## src/rtl/fx_arb_pkg.sv

```systemverilog
// Shared constants and fixed-point helpers for the requantization arbiter.
// fx_quant/fx_ovf operate on sign-extended 64-bit values so any parameterisation can reuse them.
package fx_arb_pkg;

  localparam int unsigned N_REQ_D = 4;
  localparam int unsigned IW_D    = 17;
  localparam int unsigned SHIFT_D = 2;
  localparam int unsigned OW_D    = 12;
  localparam int unsigned LAT_D   = 1;
  localparam int unsigned CNT_W_D = 16;

  function automatic int unsigned clog2_min1(input int unsigned n);
    return (n <= 2) ? 1 : $clog2(n);
  endfunction

  // True when q does not fit in an ow-bit signed word.
  function automatic logic fx_ovf(input logic signed [63:0] q, input int unsigned ow);
    logic signed [63:0] hi;
    logic signed [63:0] lo;
    hi = (64'sd1 <<< (ow - 1)) - 64'sd1;
    lo = -(64'sd1 <<< (ow - 1));
    return (q > hi) || (q < lo);
  endfunction

  // Caller truncates the result to ow bits; with sat=0 this is plain wrap-around.
  function automatic logic [63:0] fx_quant(input logic signed [63:0] q, input int unsigned ow,
                                           input logic sat);
    logic signed [63:0] hi;
    logic signed [63:0] lo;
    hi = (64'sd1 <<< (ow - 1)) - 64'sd1;
    lo = -(64'sd1 <<< (ow - 1));
    if (sat && fx_ovf(q, ow)) return q[63] ? lo : hi;
    return q;
  endfunction

endpackage

```

## src/rtl/fx_arb_rr.sv

```systemverilog
// Round-robin grant: first asserted request at or after ptr, wrapping modulo N.
module fx_arb_rr
  import fx_arb_pkg::*;
#(
  parameter int unsigned N  = N_REQ_D,
  parameter int unsigned TW = clog2_min1(N)
) (
  input  logic [N-1:0]  req_i,
  input  logic [TW-1:0] ptr_i,
  output logic [TW-1:0] gnt_c_o,
  output logic          any_c_o
);

  int unsigned idx;

  // Walk offsets from farthest to nearest so the nearest requester wins.
  always_comb begin
    gnt_c_o = '0;
    idx     = 0;
    for (int i = int'(N) - 1; i >= 0; i--) begin
      idx = (32'(ptr_i) + 32'(i)) % N;
      if (req_i[idx]) gnt_c_o = TW'(idx);
    end
  end

  assign any_c_o = |req_i;

endmodule

```

## src/rtl/fx_match_arbiter.sv

```systemverilog
// Round-robin shared requantizer (arith shift, overflow flag, LAT-stage pipeline, valid/ready out).
// Define FXARB_SAT_EN to saturate overflowed results instead of wrapping.
module fx_match_arbiter
  import fx_arb_pkg::*;
#(
  parameter int unsigned N_REQ = N_REQ_D,
  parameter int unsigned IW    = IW_D,
  parameter int unsigned SHIFT = SHIFT_D,
  parameter int unsigned OW    = OW_D,
  parameter int unsigned LAT   = LAT_D,
  parameter int unsigned CNT_W = CNT_W_D
) (
  input  logic                        clk,
  input  logic                        rst_n,
  input  logic [N_REQ-1:0]            i_valid,
  input  logic [N_REQ*IW-1:0]         i_data,
  output logic [N_REQ-1:0]            o_ready,
  input  logic                        i_out_rdy,
  output logic                        o_valid,
  output logic [OW-1:0]               o_data,
  output logic [clog2_min1(N_REQ)-1:0] o_tag,
  output logic                        o_ovf,
  output logic [CNT_W-1:0]            o_ovf_cnt
);

  localparam int unsigned TW = clog2_min1(N_REQ);
  localparam int unsigned QW = IW - SHIFT;

  logic [TW-1:0]    ptr_q, ptr_d;
  logic [TW-1:0]    gnt;
  logic             any;
  logic             advance;
  logic             accept;
  logic signed [IW-1:0] din;
  logic signed [QW-1:0] q_s;
  logic [OW-1:0]    s0_data;
  logic             s0_ovf;
  logic             vld_q [LAT];
  logic [OW-1:0]    dat_q [LAT];
  logic [TW-1:0]    tag_q [LAT];
  logic             ovf_q [LAT];
  logic [CNT_W-1:0] cnt_q;
  logic             cnt_inc;

  fx_arb_rr #(.N(N_REQ), .TW(TW)) u_rr (
    .req_i   (i_valid),
    .ptr_i   (ptr_q),
    .gnt_c_o (gnt),
    .any_c_o (any)
  );

  assign advance = ~(vld_q[LAT-1] & ~i_out_rdy);
  assign accept  = advance & any;
  assign ptr_d   = (gnt == TW'(N_REQ - 1)) ? '0 : gnt + TW'(1);

  always_comb begin
    o_ready      = '0;
    o_ready[gnt] = accept;
  end

  // Quantize the granted lane: arithmetic shift, then wrap or saturate into OW bits.
  always_comb begin
    din    = i_data[int'(gnt)*IW +: IW];
    q_s    = QW'(din >>> SHIFT);
    s0_ovf = fx_ovf(64'(q_s), OW);
`ifdef FXARB_SAT_EN
    s0_data = OW'(fx_quant(64'(q_s), OW, 1'b1));
`else
    s0_data = OW'(q_s);
`endif
  end

  assign cnt_inc = vld_q[LAT-1] & i_out_rdy & ovf_q[LAT-1] & ~(&cnt_q);

  always_ff @(posedge clk or negedge rst_n) begin
    if (!rst_n) begin
      ptr_q <= '0;
      cnt_q <= '0;
      for (int s = 0; s < int'(LAT); s++) begin
        vld_q[s] <= 1'b0;
        dat_q[s] <= '0;
        tag_q[s] <= '0;
        ovf_q[s] <= 1'b0;
      end
    end else begin
      if (accept) ptr_q <= ptr_d;
      // Whole pipeline moves together; an empty input slot becomes a bubble.
      if (advance) begin
        vld_q[0] <= accept;
        dat_q[0] <= s0_data;
        tag_q[0] <= gnt;
        ovf_q[0] <= s0_ovf;
        for (int s = 1; s < int'(LAT); s++) begin
          vld_q[s] <= vld_q[s-1];
          dat_q[s] <= dat_q[s-1];
          tag_q[s] <= tag_q[s-1];
          ovf_q[s] <= ovf_q[s-1];
        end
      end
      if (cnt_inc) cnt_q <= cnt_q + CNT_W'(1);
    end
  end

  assign o_valid   = vld_q[LAT-1];
  assign o_data    = dat_q[LAT-1];
  assign o_tag     = tag_q[LAT-1];
  assign o_ovf     = ovf_q[LAT-1];
  assign o_ovf_cnt = cnt_q;

endmodule

```

## config.mk

```make
export PLATFORM = sky130hd
export DESIGN_NAME = fx_match_arbiter
export DESIGN_NICKNAME = d
export VERILOG_FILES = /design/src/rtl/fx_arb_pkg.sv /design/src/rtl/fx_arb_rr.sv /design/src/rtl/fx_match_arbiter.sv
export SDC_FILE = /design/constraint.sdc
export NUM_CORES = 1
export LEC_CHECK = 0
export ABC_AREA = 1
export BUFFER_PORTS_ARGS = -buffer_cell sky130_fd_sc_hd__buf_4
export CORE_ASPECT_RATIO = 0.7
export CORE_UTILIZATION = 40
export DETAILED_ROUTE_END_ITERATION = 10
export PLACE_DENSITY = 0.8
export SLEW_MARGIN = 25
export SYNTH_ARGS = -nofsm -noshare
export SYNTH_HDL_FRONTEND = slang
export SYNTH_HIERARCHICAL = 1
export SYNTH_SLANG_ARGS = --single-unit
```

## constraint.sdc

```tcl
create_clock -name clk -period 3.1 [get_ports clk]
set_clock_uncertainty 0.2 [all_clocks]
set_input_delay 0.465 -clock clk [delete_from_list [all_inputs] [get_ports clk]]
set_output_delay 0.465 -clock clk [all_outputs]
set_load 0.03 [all_outputs]
```

=== Word level (Yosys, flattened, before mapping) ===
Index checks and enable logic that the tools add are counted.

* Eq/ne operators: 1
* Magnitude comparators: 8
* $mul: 1
* Bitwise operators: 9
* Reductions and logical operators: 4
* Muxes and demuxes: 15
* $add $sub $neg: 5
* Shifts and indexed selects: 1

{| class="wikitable"
|+ Operators by type and width
! operator !! count
|-
| indexed part select 68 x 8 -> 17 bit || 1
|-
| adder 16 x 1 -> 16 bit, second input constant || 1
|-
| AND reduction 16 bit || 1
|-
| greater-than comparator 15 x 12 -> 1 bit, second input constant || 1
|-
| < comparator 15 x 12 -> 1 bit, second input constant || 1
|-
| < comparator 2 x 3 -> 1 bit, second input constant || 5
|-
| two-way mux 2 bit || 5
|-
| binary-select mux 1 bit (select 2 bit) || 4
|-
| multiplier 2 x 5 -> 7 bit, second input constant || 1
|-
| AND 1 bit || 5
|-
| two-way mux 1 bit || 5
|-
| adder 2 x 1 -> 2 bit, second input constant || 2
|-
| adder 2 bit, second input constant || 2
|-
| AND 4 bit || 1
|-
| OR reduction 4 bit || 1
|-
| NOT 1 bit || 3
|-
| demux 1 bit (select 2 bit) || 1
|-
| == test 2 bit, second input constant || 1
|-
| >= comparator 2 x 1 -> 1 bit, second input constant || 1
|-
| logical AND 1 bit || 1
|-
| logical OR 1 bit || 1
|}

* Register bits: 34
* Input port bits: 75
* Output and inout port bits: 36
* Word-level logic and storage cells: 50

=== Longest topological paths before layout ===
* Depth in word-level cells: 12
* Depth in mapped cells: 20
* Gate-level depth less buffers: 19

=== Hierarchy ===
The synthesis kept the hierarchy.

{| class="wikitable"
|+ Modules (own cells, without submodules)
! module !! times used !! area an instance (um^2) !! sequential area each (um^2) !! cells each
|-
| fx_match_arbiter || 1 || 2,197.1 || 850.8 || 322
|-
| fx_arb_rr || 1 || 188.9 || 0.0 || 46
|}

=== Worst setup path before layout ===
OpenSTA, ideal clock, no wires.

* Kind: register -> output
* From: register ptr_q[0]
* To: output port o_ready[0]
* Setup slack: 0.197 ns
* Stages on the path, launching flop included: 17
* Arrival time: 2.238 ns
* Required time: 2.435 ns
* Path buffers: 2
* Path through: dfrtp_1 inv_2 nand2_1 nand2_1 nand2_2 nand2_1 nand2_1 nand2_1 nand2_1 nand2_1 inv_1 inv_1 buf_2 clkbuf_1 ha_1 inv_1 nor2_1

* Word-level cells in the longest chain between the ends: 12
* Elaborated cells between the ends (all ways): 21
* Classes of those cells: 3 x add/sub; 2 x order compare; 14 x mux; 1 x bitwise; 1 x reduce/logical

{| class="wikitable"
|+ RTL lines
! what !! RTL line !! source
|-
| start, declared || fx_match_arbiter.sv:29 || <nowiki>logic [TW-1:0] ptr_q, ptr_d;</nowiki>
|-
| start signal, assigned || fx_match_arbiter.sv:86 || <nowiki>if (accept) ptr_q <= ptr_d;</nowiki>
|-
| adder 2 bit || fx_arb_rr.sv:21 || <nowiki>idx = (32'(ptr_i) + 32'(i)) % N;</nowiki>
|-
| binary-select mux 1 bit (select 2 bit) || fx_arb_rr.sv:22 || <nowiki>if (req_i[idx]) gnt_c_o = TW'(idx);</nowiki>
|-
| two-way mux 1 bit (implied by the code) || fx_arb_rr.sv:22 ||
|-
| two-way mux 2 bit (3 in a row) || fx_arb_rr.sv:22 ||
|-
| two-way mux 2 bit * || fx_arb_rr.sv:22 ||
|-
| named net gnt[0] || fx_match_arbiter.sv:30 || <nowiki>logic [TW-1:0] gnt;</nowiki>
|-
| < comparator 2 x 3 -> 1 bit (implied by the code) or >= comparator 2 x 1 -> 1 bit (tied branches) || fx_match_arbiter.sv:58 || <nowiki>o_ready[gnt] = accept;</nowiki>
|-
| logical AND 1 bit (implied by the code) || fx_match_arbiter.sv:58 ||
|-
| two-way mux 1 bit (implied by the code) || fx_match_arbiter.sv:58 ||
|-
| demux 1 bit (select 2 bit) * || fx_match_arbiter.sv:58 ||
|-
| AND 4 bit (no source line) * || n/a ||
|-
| end, declared || fx_match_arbiter.sv:17 || <nowiki>output logic [N_REQ-1:0] o_ready,</nowiki>
|}

Mark *: on every way through the listed nets, which the timed path passes. The rest lies on a longest branch. The select of a mux whose other input is x is not followed.

=== Worst setup path in the final report ===
* From: register ptr_q[0]
* To: output port o_ready[2]

Same word-level chain as after synthesis.

==> flow_metrics.py <==
metrics = {
    "outcome": {
        "outcome": "completed",
    },
    "synthesis": {
        "synth_nets": 448,
        "ys_seq_elements": 34,
        "synthDistinctLibCells": 26,
        "synth-seq-area-share": 0.357,
        "postSynthCellCount": 368,
        "synth.avg_cell_area_sq_um": 6.48,
        "syn_area_sq_mm": 0.00239,
        "synth_edf_count": 0,
        "synth_area_leaders": "dfrtp_1 36%, nand2_1 22%, nor2_1 9.6%, o21ai_0 6.3%, nand3_1 5.2%",
        "yosys.area.top_type_share": 0.357,
        "yosysWarnings": 6,
        "synthFlopType": "dfrtp_1",
        "yosysTopAreaCell": "dfrtp_1",
        "ys_async_sr_fraction": 1.00,
    },
    "timing": {
        "setup_slack_ns": 0.316,
        "grt_setup_unrepaired": "no",
        "setup_violations": 0,
        "setup_tns_ns": 0,
        "slew_headroom": 0.656,
        "finalHoldViolCount": 0,
        "fin_hold_ws_ns": 0.285,
        "max_freq_ghz": 0.359,
        "worst_slew_pin_slew_ns": 0.515,
        "min_period_over_period": 0.898,
        "period_minus_slack_ns": 2.78,
        "finalMaxSlewViolations": 0,
    },
    "worst_setup_path": {
        "crit_required_ns": 2.43,
        "worstPathArrival_ns": 2.12,
        "crit_path_end_kind": "output pin",
        "startpoint_type": "register",
        "startpoint": "ptr_q[0]",
        "path_class": "reg -> out",
        "rr_startpoint": "ptr_q[0]",
        "critPathMaxFanout": 8,
    },
    "clocking": {
        "clkLatencyLatePin_ns": 0.28,
        "cts.sink_count": 34,
        "cts_tree": "done",
        "htreeDepth": 2,
        "cts-root-buf": "clkbuf_8",
        "cts_max_path_buffers": 2,
        "cts_buffers": 5,
        "postCtsSetupBuffers": 0,
        "clk_pin_slew_worst_paths_ns": 0.06,
    },
    "detailed_routing": {
        "first_pass_iters": 4,
        "detail_route.wl_per_cell_microns": 12.3,
        "routed_wirelength_mm": 6.69,
        "via_per_inst": 4.97,
        "first_iter_violations": 148,
        "postRouteAntennaNets": 0,
        "vias": 2704,
        "route.detailed.drc": 0,
    },
    "global_route": {
        "grt_first_pass_wirelength_mm": 11.2,
        "grt_overflow": 0,
        "grt.total_usage": 0.230,
        "antenna_found_initial": 0,
        "grt_max_degree": 35,
        "grt_pass1_vias": 2518,
    },
    "place": {
        "port-buffer-count": 102,
        "gp_congestion": 0.885,
        "dp_hpwl_mm": 5.17,
        "dp_slack_ns": 0.503,
        "place_area_sq_mm": 0.00321,
    },
    "finish": {
        "final_net_count": 550,
        "final_area_sq_mm": 0.00331,
        "diodes": 0,
        "synthToLayoutAreaGrowth_pct": 38.5,
        "drive_above_1_share": 0.262,
    },
    "min_path": {
        "hold_path_class": "in -> reg",
        "hold_path.startpoint": "i_data[21]",
    },
    "floorplan": {
        "dieHeight_microns": 66.6,
        "coreArea_sq_mm": 0.00573,
        "chipWidth_microns": 94.3,
        "num_rows": 23,
        "initial_core_util": 0.417,
        "ioPinCount": 111,
        "die_area_sq_mm": 0.00628,
    },
    "pwr": {
        "p_per_area_mw_per_mm2": 988,
        "p_leak_nw": 1.75,
        "max-vdd-ir-drop_mv": 0.418,
        "power.total_mw": 3.27,
    },
    "flow_run": {
        "max_cap_violations": 0,
    },
}
## synthesized netlist by cell type, types with 2 or more instances
cell type,count
a31oi_1,6
ha_1,5
nand3_1,25
o22ai_1,5
nand2_2,2
nand2_1,139
xnor2_1,8
nand4_1,2
dfrtp_1,34
o21ai_0,30
inv_1,24
buf_2,5
nor2_4,2
clkbuf_1,5
clkinv_1,2
buf_6,2
xor2_1,3
nor2_1,61
## per-stage QoR
| stage | cells | utilization |
|---|---|---|
| final | 544 | 0.577 |
| after detailed placement | 537 | 0.561 |
| after CTS | 544 | 0.577 |
| after floorplan | 368 | - |
| after global placement | 537 | 0.561 |
| after global routing | 544 | 0.577 |
## cells by family after synthesis
logic type      synth area share
compound gates             0.103
buf+inv                   0.0750
flops                      0.357
simple gates               0.399
xor+xnor                  0.0404
fa+ha+maj                 0.0262
## routing by layer
metal	track usage	vias up	routed length [microns]
met5	0	-	0
met4	0.0712	0	112
met3	0.0616	14	472
met2	0.374	99	3060
met1	0.297	1232	3040
li1	-	1359	-
## final cells by class
cell class / count / area (sq um)
clock buffers: 6 / 82.6
fillers: 565 / 2420
inverters: 28 / 108
flip-flops and latches: 34 / 852
multi-input cells: 293 / 1360
repair buffers: 108 / 813
well taps: 75 / 93.8
## placed cells by master (no fill, tap or decap), types with 2 or more instances in the layout
cell	netlist	layout
nand3_1	25	25
nand4_1	2	2
xor2_1	3	3
o22ai_1	5	5
o21ai_0	30	30
nand2_2	2	2
nor2_1	61	61
a31oi_1	6	6
clkbuf_8	0	6
inv_1	24	24
xnor2_1	8	8
ha_1	5	5
nor2_4	2	2
dfrtp_1	34	33
clkinv_1	2	2
nand2_1	139	139
buf_4	0	107
## power by group
group          total [mW]  internal (mW)  switching [mW]
Combinational        2.23          0.792            1.44
Clock               0.319          0.171           0.147
Sequential          0.715          0.591           0.125
Total                3.27           1.55            1.71
## state kept, by name, indices dropped and copies added, names as in the netlist
| register | count |
|---|---|
| ptr_q | 2 |
| o_tag | 2 |
| o_valid | 1 |
| o_ovf | 1 |
| o_ovf_cnt | 16 |
| o_data | 12 |
## worst paths after layout
path                                      to  slack (ns)  depth (start not counted)
worst min register to register     o_data[4]        0.29                          2
max in group asynchronous           ptr_q[0]        1.89                          2
worst min-delay path               o_data[2]        0.28                          3
worst max register to register         o_ovf        0.57                         19
worst max-delay path              o_ready[2]        0.32                         15
min in group asynchronous       o_ovf_cnt[1]        0.47                          2
## worst max-delay path, stage by stage, from the launching register on
cell	delay (ns)
dfrtp_2	0.46
inv_2	0.13
nand2_1	0.07
nand2_1	0.11
nand2_2	0.05
nand2_1	0.08
nand2_1	0.07
nand2_1	0.07
nand2_1	0.06
nand2_1	0.05
inv_1	0.07
inv_1	0.14
ha_1	0.16
inv_1	0.03
nor2_1	0.11
buf_4	0.17
## what timing repair did
| item | 4_1_cts | 5_1_grt |
|---|---|---|
| setup endpoints to repair | 0 | 1 |
| resized for setup | 0 | 1 |
| endpoints found under the hold margin | 34 | 0 |
| hold buffers | 1 | 0 |
(Power assumes the default switching activity.)
